File: src/rtl/mpmc11_pkg.sv
// Shared types and constants for the mpmc11 strip engine.
// Holds the read-collector state encoding and the strip address helper.
package mpmc11_pkg;

    localparam int MPMC11_STRIP_BYTES = 32;

    typedef enum logic [1:0] {
        RDC_IDLE    = 2'd0,
        RDC_COLLECT = 2'd1,
        RDC_DRAIN   = 2'd2
    } mpmc11_rdc_state_t;

    // Strip address: 32-byte aligned base plus index strides, wrapping modulo 2^32.
    function automatic logic [31:0] mpmc11_strip_addr(input logic [26:0] base_hi,
                                                      input logic [5:0]  idx);
        return {base_hi, 5'h00} + (32'(idx) * 32'(MPMC11_STRIP_BYTES));
    endfunction

endpackage

File: src/rtl/mpmc11_strip_fifo.sv
// Synchronous strip buffer: data-only FIFO with extended pointers for full/empty.
// The head entry is read combinationally from registered storage and reads 0 when empty.
module mpmc11_strip_fifo #(
    parameter int DEPTH = 16,
    parameter int DW    = 256
) (
    input  logic                     clk,
    input  logic                     rst,
    input  logic                     i_push,
    input  logic [DW-1:0]            i_wdata,
    input  logic                     i_pop,
    output logic [DW-1:0]            o_rdata,
    output logic                     o_full,
    output logic                     o_empty,
    output logic [$clog2(DEPTH):0]   o_count
);
    localparam int AW = $clog2(DEPTH);

    logic [DW-1:0] r_mem [DEPTH];
    logic [AW:0]   r_wr_ptr;
    logic [AW:0]   r_rd_ptr;

    // Storage write; contents need no reset since the head is masked while empty.
    always_ff @(posedge clk) begin
        if (i_push) begin
            r_mem[r_wr_ptr[AW-1:0]] <= i_wdata;
        end
    end

    // Pointer update.
    always_ff @(posedge clk) begin
        if (rst) begin
            r_wr_ptr <= '0;
            r_rd_ptr <= '0;
        end else begin
            if (i_push) r_wr_ptr <= r_wr_ptr + {{AW{1'b0}}, 1'b1};
            if (i_pop)  r_rd_ptr <= r_rd_ptr + {{AW{1'b0}}, 1'b1};
        end
    end

    assign o_count = r_wr_ptr - r_rd_ptr;
    assign o_empty = (r_wr_ptr == r_rd_ptr);
    assign o_full  = (r_wr_ptr[AW-1:0] == r_rd_ptr[AW-1:0]) && (r_wr_ptr[AW] != r_rd_ptr[AW]);
    assign o_rdata = o_empty ? '0 : r_mem[r_rd_ptr[AW-1:0]];

endmodule

File: src/rtl/mpmc11_rd_collector.sv
// Read-return collector: buffers DRAM read beats of one strip burst and forwards them
// to the requesting channel with reconstructed strip address, index and last marker.
module mpmc11_rd_collector
    import mpmc11_pkg::*;
#(
    parameter int DEPTH = 16,
    parameter int DW    = 256
) (
    input  logic                     clk,
    input  logic                     rst,
    input  logic                     start,
    input  logic [31:0]              addr_base,
    input  logic [5:0]               num_strips,
    input  logic [3:0]               chan,
    input  logic                     rd_data_valid,
    input  logic [DW-1:0]            rd_data,
    output logic                     out_valid,
    input  logic                     out_ready,
    output logic [DW-1:0]            out_data,
    output logic [31:0]              out_addr,
    output logic [5:0]               out_strip,
    output logic                     out_last,
    output logic [3:0]               out_chan,
    output logic                     busy,
    output logic                     done,
    output logic [$clog2(DEPTH):0]   space,
    output logic                     err
);
    localparam int AW = $clog2(DEPTH);

    mpmc11_rdc_state_t r_state;
    logic [26:0]       r_base_hi;
    logic [5:0]        r_num;
    logic [5:0]        r_rx_cnt;
    logic [5:0]        r_tx_cnt;
    logic [3:0]        r_chan;
    logic              r_done;
    logic              r_err;

    logic              w_full;
    logic              w_empty;
    logic [AW:0]       w_count;
    logic [DW-1:0]     w_rdata;
    logic              w_pop;
    logic              w_push;
    logic              w_final_pop;

    // A full buffer still accepts a beat when the head leaves in the same cycle.
    always_comb begin
        w_pop       = !w_empty && out_ready;
        w_push      = (r_state == RDC_COLLECT) && rd_data_valid && (!w_full || w_pop);
        w_final_pop = w_pop && (w_count == (AW+1)'(1));
    end

    mpmc11_strip_fifo #(
        .DEPTH (DEPTH),
        .DW    (DW)
    ) u_fifo (
        .clk     (clk),
        .rst     (rst),
        .i_push  (w_push),
        .i_wdata (rd_data),
        .i_pop   (w_pop),
        .o_rdata (w_rdata),
        .o_full  (w_full),
        .o_empty (w_empty),
        .o_count (w_count)
    );

    // Burst control; dropped beats still advance rx_cnt so the burst always terminates.
    always_ff @(posedge clk) begin
        if (rst) begin
            r_state   <= RDC_IDLE;
            r_base_hi <= 27'd0;
            r_num     <= 6'd0;
            r_rx_cnt  <= 6'd0;
            r_tx_cnt  <= 6'd0;
            r_chan    <= 4'd0;
            r_done    <= 1'b0;
            r_err     <= 1'b0;
        end else begin
            r_done <= 1'b0;
            if (w_pop) r_tx_cnt <= r_tx_cnt + 6'd1;
            case (r_state)
                RDC_IDLE: begin
                    if (rd_data_valid) r_err <= 1'b1;
                    if (start) begin
                        r_base_hi <= addr_base[31:5];
                        r_num     <= num_strips;
                        r_chan    <= chan;
                        r_rx_cnt  <= 6'd0;
                        r_tx_cnt  <= 6'd0;
                        r_state   <= RDC_COLLECT;
                    end
                end
                RDC_COLLECT: begin
                    if (rd_data_valid) begin
                        r_rx_cnt <= r_rx_cnt + 6'd1;
                        if (!w_push) r_err <= 1'b1;
                        if (r_rx_cnt == r_num) r_state <= RDC_DRAIN;
                    end
                end
                RDC_DRAIN: begin
                    if (rd_data_valid) r_err <= 1'b1;
                    // No pushes here, so the burst ends when the buffer runs dry.
                    if (w_empty || w_final_pop) begin
                        r_state <= RDC_IDLE;
                        r_done  <= 1'b1;
                    end
                end
                default: r_state <= RDC_IDLE;
            endcase
        end
    end

    assign out_valid = !w_empty;
    assign out_data  = w_rdata;
    assign out_addr  = mpmc11_strip_addr(r_base_hi, r_tx_cnt);
    assign out_strip = r_tx_cnt;
    assign out_last  = out_valid && (r_tx_cnt == r_num);
    assign out_chan  = r_chan;
    assign busy      = (r_state != RDC_IDLE);
    assign done      = r_done;
    assign space     = (AW+1)'(DEPTH) - w_count;
    assign err       = r_err;

endmodule

File: config.mk
export PLATFORM = sky130hd
export DESIGN_NAME = mpmc11_rd_collector
export DESIGN_NICKNAME = d
export VERILOG_FILES = /design/src/rtl/mpmc11_pkg.sv /design/src/rtl/mpmc11_strip_fifo.sv /design/src/rtl/mpmc11_rd_collector.sv
export SDC_FILE = /design/constraint.sdc
export NUM_CORES = 2
export LEC_CHECK = 0
export ABC_AREA = 1
export CORE_MARGIN = 1.5
export CORE_UTILIZATION = 35
export CTS_BUF_LIST = sky130_fd_sc_hd__clkbuf_8
export DETAILED_ROUTE_END_ITERATION = 8
export PLACE_DENSITY = 0.47
export SYNTH_ARGS = -nofsm -noshare
export SYNTH_HDL_FRONTEND = slang
export SYNTH_SLANG_ARGS = --single-unit
File: constraint.sdc
create_clock -name clk -period 28.3 [get_ports clk]
set_input_delay 8.49 -clock clk [delete_from_list [all_inputs] [get_ports clk]]
set_output_delay 8.49 -clock clk [all_outputs]
set_load 0.01 [all_outputs]
## Yosys cells after proc, flatten, opt, wreduce, memory -nomap -nowiden

Memories as Yosys holds them, arrays and structs flattened. A register that Yosys moved wholly into a read port is not among the register bits.
Index checks and enable logic that the tools add are counted.

- $add $sub $neg: 7
- Equal/unequal tests: 14
- Muxes and demuxes: 21
- Bitwise logic cells: 1
- Reductions and logical operators: 20

Operators with widths:

| kind | count |
|---|---|
| $mux W256 | 1 |
| $add A32 B11 Y32 | 1 |
| $mux W6 | 5 |
| $add A6 B1 Y6 const B | 2 |
| $eq A6 B6 Y1 | 2 |
| $pmux W6 S2 | 1 |
| $add A5 B1 Y5 const B | 2 |
| $mux W2 | 4 |
| $mux W4 | 2 |
| $ne A2 B2 Y1 const B | 4 |
| $reduce_and A4 Y1 | 2 |
| $logic_and A1 B1 Y1 | 6 |
| $mux W1 | 6 |
| $pmux W2 S3 | 1 |
| $reduce_bool A2 Y1 | 3 |
| $eq A5 B1 Y1 const B | 1 |
| $eq A5 B5 Y1 | 1 |
| $sub A5 B5 Y5 | 1 |
| $sub A5 B5 Y5 const A | 1 |
| $eq A4 B4 Y1 | 1 |
| $ne A2 B1 Y1 const B | 2 |
| $reduce_or A2 Y1 | 2 |
| $reduce_and A3 Y1 | 1 |
| $eq A2 B1 Y1 const B | 1 |
| other kinds (8) | 10 |

- Register bits: 63
- RAM bits: 4,096
- Input port bits: 303
- Output and inout bits: 308
- Word-level logic and storage cells: 74
- Memories: 1

Memories:

| name | depth | bits a word | read ports | clocked after Yosys merged registers in | write ports | RTL line | RTL |
|---|---|---|---|---|---|---|---|
| u_fifo.r_mem | 16 | 256 | 1 | 1 | 1 | mpmc11_strip_fifo.sv:19 | `logic [DW-1:0] r_mem [DEPTH];` |

## Longest topological paths before layout

- Word-level depth: 8
- Depth in mapped cells: 12
- Depth with buffers taken out: 12

## By module

Synthesis repeated with hierarchy kept, for this count alone.

- Cells, all modules: 16,606
- Area, all modules: 176,523.0 um2

By module, submodules not included:

| module | instances | cells each | area an instance (um2) |
|---|---|---|---|
| mpmc11_strip_fifo | 1 | 16,092 | 173,184.8 |
| mpmc11_rd_collector | 1 | 514 | 3,338.2 |

## Least setup slack after synthesis

Ideal clock, no wire load.

- Path kind: input to register
- Start: input port rd_data_valid
- End: memory u_fifo.r_mem[11][0], enable pin
- Data arrival time: 19,645 ps
- Data required time: 27,422 ps
- Slack: 7,777 ps
- Stages on the path: 6
- Cell sequence: nand2_1 inv_1 nand2_1 inv_1 nand3_1 nor2_1

- Cells in the longest elaborated chain, start to end: 4

Ends and longest elaborated chain:

| element | RTL line | RTL |
|---|---|---|
| start: declaration | mpmc11_rd_collector.sv:15 | `input logic rd_data_valid,` |
| $logic_and A1 B1 Y1 (2 in series) | mpmc11_rd_collector.sv:51 | `w_push = (r_state == RDC_COLLECT) && rd_data_valid && (!w_full \|\| w_pop);` |
| $mux W1 | mpmc11_strip_fifo.sv:25 | `if (i_push) begin` |
| $mux W1 (implied by the code) | mpmc11_strip_fifo.sv:26 | `r_mem[r_wr_ptr[AW-1:0]] <= i_wdata;` |
| end: declaration | mpmc11_strip_fifo.sv:19 |  |

No other way between the ends.

==> flow_summary.ini <==
[timing]
fin_skew_ps = 97.3
maxSlewViolCount = 0
hold_violations = 0
grt_setup_unrepaired = false
setup_tns_ps = 0
fmax_mhz = 57.7
worst_slew_pin_slew_ps = 1330
finalWorstSetupSlack_ps = 10970
period_share = 0.612
slew_headroom = 0.112
period_minus_slack_ps = 17330
setup_viol = 0

[min_path]
hold_path_class = reg2reg

[critical_path]
crit_arrival_ps = 8840
startpoint_type = register
path_buf_inv = 7
crit_required_ps = 19810
max_stage_delay_ps = 920
worstSetupEndpointType = output pin
cpMaxStageDelayCell = buf_4
worstPathCellList = buf_4, buf_4, buf_4, buf_4, buf_4, buf_4, nor2_1, nor2_1, o21ai_0, o211ai_1, nand3_1, a21oi_1, clkdlybuf4s50_1
critPathMaxFanout = 99
critical_path_class = reg2out
path_delay_family = buffers and inverters
crit_top_cell = buf_4

[synth]
synth_fa_ha_area_frac = 0.00169
synth_top_family_by_area = compound AO/OA/AOI/OAI gates
yosysUniqueCellTypes = 32
synth_simple_gate_area_share = 0.0925
syn_area_per_cell_um2 = 13.2
synth-seq-cells = 4163
synth_compound_area_frac = 0.120
synth-xor-area-share = 0.00187
yosysSeqAreaShare = 0.758
yosysWarningCount = 0
synth_area_um2 = 164000
synthMuxAreaShare = 0
netlist_instances = 12452

[die]
fp.dieH_um = 688
core_um2 = 467000
io_pins = 611
fp.dieArea_um2 = 473000
die_w_um = 688
fp-row-count = 251
start_util = 0.351

[drt]
dr.pass1.iters = 6
avgRoutedWirePerCell_um = 25.0
num_vias = 104689
ant_nets = 0
drcViolationCount = 0
drt_iter0_drc = 9544
viasPerCell = 5.27
wirelength_mm = 497

[power_and_ir_drop]
ir_drop_v = 0.0000481
p_leak_uw = 0.0598
powerDensity_nw_per_um2 = 75.1
total_power_uw = 14200

[grt]
grt_max_degree = 249
grt_pass1_vias = 103330
grt_pass1_wl_mm = 711
antenna_found_initial = 141
gr-total-overflow = 0
grt_usage = 0.204

[clock_tree]
cts_made_buffers = 709
clock_path_buffers = 4
clock_latency_ps = 1260
postCtsHoldBufs = 0
cts_tree = built
root_buffer = clkbuf_8
htree_num_levels = 6
cts_num_sinks = 4163
clk_pin_slew_worst_paths_ps = 60
cts_setup_buffers = 0
cts_resized = 0

[layout]
drive_above_1_share = 0.0774
final_util = 0.404
design_area_um2 = 189000
layout.nets = 13381
area_growth_pct = 14.9
fillCellCount = 43277

[placement]
dpl_worst_slack_ps = 12190
placed_area_um2 = 176000
detailed_place_hpwl_mm = 241
port_buffers = 600
place_congestion = 0.777

[job]
max-cap-violations = 0

[status]
status = finished clean
[layout make-up]
cell class / instances / area, um^2 / area share
Sequential cell: 4163 / 124000 / 0.659
Multi-Input combinational cell: 7333 / 35600 / 0.189
Clock buffer: 718 / 9880 / 0.0524
Timing Repair Buffer: 787 / 7770 / 0.0412
Tap cell: 6198 / 7750 / 0.0411
Clock inverter: 553 / 2830 / 0.0150
Inverter: 63 / 274 / 0.00145
Antenna cell: 41 / 103 / 0.000544
[metal layers]
| layer | global-route usage | share of wire |
|---|---|---|
| met3 | 0.0464 | 0.073 |
| met1 | 0.273 | 0.43 |
| met4 | 0.0642 | 0.029 |
| met5 | 0 | 0.0012 |
| met2 | 0.329 | 0.46 |
[worst reg2reg max path, stage by stage (launching register included)]
cell and delay, ps:
dfxtp_1 380, inv_1 120, ha_1 350, nand2_1 100
nor2_1 50, nand3b_1 70, nand2_1 180, inv_1 320
nand3_1 270, nor2_4 1050, buf_4 580, buf_4 650
buf_4 760, buf_4 870
[cell usage in the layout, fill, tap and decap left out, drive strengths merged]
cell type         n
o21ai          2105
o21bai            1
o22ai             2
nor4              1
nor3              8
a21o              1
clkdlybuf4s50   600
dfxtp            67
nand4            14
fa                2
buf             187
o211ai         1024
inv             320
nand3           542
diode            41
bufinv            9
conb              5
edfxtp         4096
and3              1
xnor2            10
o21a              1
xor2             25
nor3b             3
clkinv          274
nand2            95
clkinvlp         13
or2               2
ha               19
nor2           3176
a21oi           295
clkbuf          718
nand3b            1
[cell usage after synthesis, drive strengths merged]
cell	n	area, um^2
nand4	14	87.6
nand3	542	2710
o21ai	2105	10500
nand2	95	357
a21o	1	7.51
fa	2	40.0
ha	19	238
nor3	8	40.0
clkbuf	585	2200
dfxtp	67	1340
nor2	3176	11900
conb	1	3.75
a21oi	295	1480
inv	60	225
nor4	1	6.26
edfxtp	4096	123000
o21bai	1	7.51
or2	2	12.5
buf	312	1810
o211ai	1024	7690
o22ai	2	12.5
nand3b	1	7.51
xor2	25	219
xnor2	10	87.6
and3	1	6.26
clkinv	3	11.3
nor3b	3	22.5
o21a	1	7.51
[cell families after synthesis]
group	after synthesis
AND/OR/NAND/NOR	3843
buffers and inverters	960
adder cells (fa/ha/maj)	21
XOR/XNOR	35
other	1
AO/OA/AOI/OAI	3429
flip-flops	4163
[state kept, by name (all words and copies together) (netlist names), named ones only]
register / count
u_fifo.r_mem: 4096
r_state: 2
u_fifo.r_wr_ptr: 5
r_base_hi: 27
u_fifo.r_rd_ptr: 5
out_chan: 4
out_strip: 6
r_rx_cnt: 6
r_num: 6
err: 1
done: 1
[report_power, final]
group          internal [uW]  total, uW  switching [uW]
clock network           2460       4930            2470
registers               6810       6830            24.1
logic                    754       2390            1640
[worst paths after layout]
| path | start | to | slack, ps | cells after the start |
|---|---|---|---|---|
| max | register | out_data[169] | 10970 | 13 |
| min reg2reg | err | err | 470 | 1 |
| min | err | err | 470 | 1 |
| max reg2reg | u_fifo.r_wr_ptr[0] | u_fifo.r_mem[3][177] | 22110 | 13 |
[stage by stage]
step	hold slack [ps]	std cells
3_5_place_dp	449	18544
2_1_floorplan	422	12456
6_report	468	19856
4_1_cts	456	19815
3_3_place_gp	443	18544
5_1_grt	493	19827
Note: power is estimated with default switching activity, not from simulation.
